$ cat src/rtl/display_scanner_if.sv
// Host-side bundle for the display scanner: digit data and controls in, scan state out.
// The scanner attaches via the slave modport; the producer of digit data uses master.
interface display_scanner_if;
  logic [31:0] digits_in;
  logic        load;
  logic [7:0]  digit_en;
  logic        lz_blank;
  logic [3:0]  v;
  logic [2:0]  anum;
  logic        blank;
  logic        frame_tick;
  logic        pending;

  modport master (
    output digits_in, load, digit_en, lz_blank,
    input  v, anum, blank, frame_tick, pending
  );

  modport slave (
    input  digits_in, load, digit_en, lz_blank,
    output v, anum, blank, frame_tick, pending
  );
endinterface

$ cat src/rtl/display_scanner.sv
// Time-multiplexed 8-digit BCD scanner with a double-buffered value that only swaps at frame
// boundaries, plus per-digit enable, invalid-code blanking and leading-zero suppression.
module display_scanner #(
  parameter int unsigned REFRESH_DIV = 100000
) (
  input logic               clk,
  input logic               rst,
  display_scanner_if.slave  bus
);

  localparam int unsigned CntW = $clog2(REFRESH_DIV);
  localparam logic [CntW-1:0] PrescMax = CntW'(REFRESH_DIV - 1);

  logic [CntW-1:0] presc_q, presc_d;
  logic [2:0]      anum_q, anum_d;
  logic [31:0]     active_q, active_d;
  logic [31:0]     shadow_q, shadow_d;
  logic            pending_q, pending_d;
  logic            frame_tick_q, frame_tick_d;

  logic            step;
  logic            frame_edge;
  logic [3:0]      v_cur;
  logic [7:0]      zero_from;
  logic            blank_cur;

  always_comb begin
    step       = (presc_q == PrescMax);
    frame_edge = step && (anum_q == 3'd7);

    presc_d      = step ? '0 : presc_q + 1'b1;
    anum_d       = step ? anum_q + 3'd1 : anum_q;
    frame_tick_d = frame_edge;

    active_d  = active_q;
    shadow_d  = shadow_q;
    pending_d = pending_q;
    if (bus.load) begin
      if (frame_edge) begin
        // Straight to the display; any older shadow is stale and dropped with pending.
        active_d  = bus.digits_in;
        pending_d = 1'b0;
      end else begin
        shadow_d  = bus.digits_in;
        pending_d = 1'b1;
      end
    end else if (frame_edge && pending_q) begin
      active_d  = shadow_q;
      pending_d = 1'b0;
    end
  end

  always_ff @(posedge clk or posedge rst) begin
    if (rst) begin
      presc_q      <= '0;
      anum_q       <= '0;
      active_q     <= '0;
      shadow_q     <= '0;
      pending_q    <= 1'b0;
      frame_tick_q <= 1'b0;
    end else begin
      presc_q      <= presc_d;
      anum_q       <= anum_d;
      active_q     <= active_d;
      shadow_q     <= shadow_d;
      pending_q    <= pending_d;
      frame_tick_q <= frame_tick_d;
    end
  end

  // zero_from[k] is set when nibbles k..7 of the active value are all zero.
  always_comb begin
    logic run;
    run       = 1'b1;
    zero_from = '0;
    for (int k = 7; k >= 0; k--) begin
      run          = run && (active_q[4*k +: 4] == 4'd0);
      zero_from[k] = run;
    end
  end

  always_comb begin
    v_cur     = active_q[{anum_q, 2'b00} +: 4];
    blank_cur = !bus.digit_en[anum_q]
             || (v_cur > 4'd9)
             || (bus.lz_blank && (anum_q != 3'd0) && zero_from[anum_q]);
  end

  assign bus.v          = v_cur;
  assign bus.anum       = anum_q;
  assign bus.blank      = blank_cur;
  assign bus.frame_tick = frame_tick_q;
  assign bus.pending    = pending_q;

endmodule

$ cat src/flat_wrapper.sv
// flat-port wrapper written by rule: the top's interface ports become plain ports
module display_scanner_flat 
#(
  parameter int unsigned REFRESH_DIV = 100000
)
  (clk, rst, bus_digits_in, bus_load, bus_digit_en, bus_lz_blank, bus_v, bus_anum, bus_blank, bus_frame_tick, bus_pending);
  display_scanner_if bus_i ();
  input logic clk;
  input logic rst;
  input wire logic [$bits(bus_i.digits_in)-1:0] bus_digits_in;
  input wire logic [$bits(bus_i.load)-1:0] bus_load;
  input wire logic [$bits(bus_i.digit_en)-1:0] bus_digit_en;
  input wire logic [$bits(bus_i.lz_blank)-1:0] bus_lz_blank;
  output wire logic [$bits(bus_i.v)-1:0] bus_v;
  output wire logic [$bits(bus_i.anum)-1:0] bus_anum;
  output wire logic [$bits(bus_i.blank)-1:0] bus_blank;
  output wire logic [$bits(bus_i.frame_tick)-1:0] bus_frame_tick;
  output wire logic [$bits(bus_i.pending)-1:0] bus_pending;
  assign bus_i.digits_in = bus_digits_in;
  assign bus_i.load = bus_load;
  assign bus_i.digit_en = bus_digit_en;
  assign bus_i.lz_blank = bus_lz_blank;
  assign bus_v = bus_i.v;
  assign bus_anum = bus_i.anum;
  assign bus_blank = bus_i.blank;
  assign bus_frame_tick = bus_i.frame_tick;
  assign bus_pending = bus_i.pending;
  display_scanner #(.REFRESH_DIV(REFRESH_DIV)) u_core (.clk(clk), .rst(rst), .bus(bus_i));
endmodule
$ cat config.mk
export PLATFORM = sky130hd
export DESIGN_NAME = display_scanner_flat
export DESIGN_NICKNAME = d
export VERILOG_FILES = /design/src/rtl/display_scanner_if.sv /design/src/rtl/display_scanner.sv /design/src/flat_wrapper.sv
export SDC_FILE = /design/constraint.sdc
export NUM_CORES = 1
export LEC_CHECK = 0
export CAP_MARGIN = 30
export CELL_PAD_IN_SITES_DETAIL_PLACEMENT = 0
export CELL_PAD_IN_SITES_GLOBAL_PLACEMENT = 1
export CORE_ASPECT_RATIO = 2
export CORE_MARGIN = 2
export CORE_UTILIZATION = 40
export DETAILED_ROUTE_END_ITERATION = 10
export GPL_TIMING_DRIVEN = 0
export PLACE_DENSITY_LB_ADDON = 0.1
export SYNTH_ARGS = -nofsm -noshare
export SYNTH_HDL_FRONTEND = slang
export SYNTH_SLANG_ARGS = --single-unit
$ cat constraint.sdc
create_clock -name clk -period 8.4 [get_ports clk]
set_input_delay 2.1 -clock clk [delete_from_list [all_inputs] [get_ports clk]]
set_output_delay 2.1 -clock clk [all_outputs]
set_load 0.02 [all_outputs]
==> metrics.txt <==
Slew headroom=55.9%; Max Fclk=between 150 and 200 MHz; fraction of layout cells with a size suffix above 1=35.4%; WL/cell=between 15 and 20 um; Routed WL=around 9.5 mm; vias per std cell=5.31; Post-synth ARST share=100%; slowest stage cell, crit path=a2111oi_0; CTS Root Cell=clkbuf_16; synthesized cell area=0.00429 mm^2; post-synthesis sequential area ratio=50.2%; clk sink count=86; largest net degree at the start of global routing=65; # rows=between 50 and 60; cts hold-fix bufs=0; max incr delay on CP=about 0.61 ns; Diodes inserted=0; outcome=completed; type of origin of the critical path=input port; post-route minimum period=6.20 ns; Fin Setup TNS=0 ns; Final setup viols=0; peak supply drop=about 0.00010 V; count of cell types in the netlist=39; Most Frequent Cell on Critical Path=clkdlybuf4s50_1; CTS clock-pin slew for the worst setup and hold paths=~0.060 ns; gpl congestion=0.843; Power Density=~170 mW/mm^2; die area=0.0116 mm^2; TritonCTS buffer count=9; critical path required time=~6.3 ns; final slew viol count=0; 1st-iter DRT viols=152; Clk Latency, worst-skew pair=approximately 0.34 ns; # DRC=0; post-synthesis register bit count=86; Synth warnings=0; global-route usage over all layers=between 10% and 20%; grt total ovfl=0; clock tree buffer depth=2; H-tree lvl count=3; via count=roughly 2800; Fin. Hold Viols=0; skew final=about 0.0067 ns; worst path arrival time=between 4 and 5 ns; worst path cell trace=clkdlybuf4s50_1 > nand3_1 > a2111oi_0 > a221o_1 > clkdlybuf4s50_1; Final nets=about 430; Setup Fix Bufs, Post-CTS=0; CP max FO=1; Post-synth top flop=dfrtp_1; Syn Nets=around 360; core area=0.0105 mm^2; I/O pin count=54; HP Class=reg2reg; period utilization=around three quarters; Leak=~2.2 nW; average size of a mapped cell=13.6 um^2; total power draw=slightly above 0.9 mW; post-route worst setup slack=approximately 2.2 ns; initial antenna violation count=0; Syn-to-layout area delta=23.1%; Slew @ Worst Pin=around 0.64 ns; DRT Pass-1 Iters=4; Antenna Violating Nets Remaining=0; Max Cap Viol=0; starting density of the core=between 40% and 50%; port bufs=between 50 and 60; die span in x=between 70 and 80 um; post_cts resized=0; vias in the first global route=between 3000 and 4000; RSZ-0062 raised after global routing=no; Synth Instances=315; Die Y=between 150 and 200 um; global-route wire length before repair=15.5 mm; Post-synth EDFFs=0; Crit Path Category=in2out; dpl hpwl=about 7 mm; TritonCTS clock tree=done; kind of end point of the critical path=output pin; pre-CTS setup slack=approximately 2.2 ns
==> worst max-delay path, delay by kind of cell <==
kind / cells / cell delay [ns]
AOI/OAI and AO/OA: 2 / 0.87
buffers and inverters: 2 / 1.07
and+or+nand+nor: 1 / 0.06
==> stage by stage <==
step | cell area (um^2) | utilization [%] | hold slack, ns | std cells
6_report | 5280 | 50.4 | 0.491 | 521
3_3_place_gp | 4980 | 47.5 | 0.471 | 504
5_1_grt | 5280 | 50.4 | 0.516 | 521
2_1_floorplan | 4290 | - | 0.448 | 315
3_5_place_dp | 5010 | 47.8 | 0.485 | 505
4_1_cts | 5280 | 50.4 | 0.498 | 521
==> cells in the final DEF, fill, tap and decap left out, types with 6 or more instances in the layout <==
cell type | Yosys | layout
nand2_1 | 18 | 18
clkdlybuf4s50_1 | 0 | 52
clkbuf_16 | 0 | 9
clkbuf_1 | 7 | 9
xor2_1 | 8 | 8
xnor2_1 | 6 | 6
mux2_2 | 97 | 97
nor4_1 | 7 | 7
dfrtp_1 | 86 | 86
nor2_1 | 13 | 13
mux4_2 | 8 | 8
==> final cells by class <==
type	count	area [um^2]
fillers	1013	5200
flip-flops and latches	86	2150
multi-input cells	205	2000
repair buffers	53	548
clock buffers	12	246
well taps	137	171
plain buffers	18	116
inverters	6	25.0
clock inverters	4	22.5
==> power breakdown <==
group	leakage, nW	internal, mW	switching [mW]
combinational	1.00	0.0585	0.0352
clock	0.132	0.207	0.156
sequential	1.09	0.436	0.0126
==> synthesized netlist by cell type, drive strengths merged, types with 3 or more instances <==
cell type,n,area [um^2]
dfrtp,86,2150
nor4,8,65.1
clkbuf,7,26.3
buf,11,90.1
nand3,6,42.5
mux2,99,1110
a21oi,3,15.0
nand2,18,67.6
inv,6,22.5
o31ai,3,36.3
ha,4,50.1
o21ai,3,15.0
xnor2,6,52.6
nor2,13,48.8
nand4,6,43.8
xor2,8,70.1
mux4,10,233
==> sequential cells by signal (all words and copies together) (netlist names) <==
signal / count
u_core.active_q: 32
u_core.shadow_q: 32
u_core.presc_q: 17
u_core.bus.anum: 3
u_core.bus.frame_tick: 1
u_core.bus.pending: 1
==> logic make-up (layout without fill, tap and decap cells) <==
family	after synthesis	after routing	share of synthesized area [%]
xor gates and xnor gates	14	14	2.86
AOI/OAI and AO/OA	14	14	2.69
DFF	86	86	50.2
muxes	109	109	31.4
buffers and inverters	24	93	3.24
adders and majority gates	4	4	1.17
and+or+nand+nor	64	64	8.41
==> final timing paths <==
path                                                  start                               to  slack [ns]  cells past startpoint
min in group asynchronous                               rst     u_core.presc_q[12]$_DFF_PP0_        2.09                      2
worst min register to register  u_core.presc_q[0]$_DFF_PP0_      u_core.presc_q[0]$_DFF_PP0_        0.49                      1
max in group asynchronous                               rst  u_core.shadow_q[14]$_DFFE_PP0P_        5.68                      3
worst min-delay path            u_core.presc_q[0]$_DFF_PP0_      u_core.presc_q[0]$_DFF_PP0_        0.49                      1
worst max-delay path                           bus_lz_blank                        bus_blank        2.20                      5
worst max register to register  u_core.presc_q[0]$_DFF_PP0_   u_core.active_q[6]$_DFFE_PP0P_        6.14                      7
==> routing by layer <==
metal | vias to the layer above | global-route usage, % | share of wire, %
li1 | 1286 | - | -
met1 | 1394 | 19.3 | 39
met2 | 71 | 32.0 | 55
met3 | 15 | 3.36 | 3.6
met4 | 0 | 8.75 | 2.5
met5 | - | 0 | 0
Power figures use the tool's default switching activity.
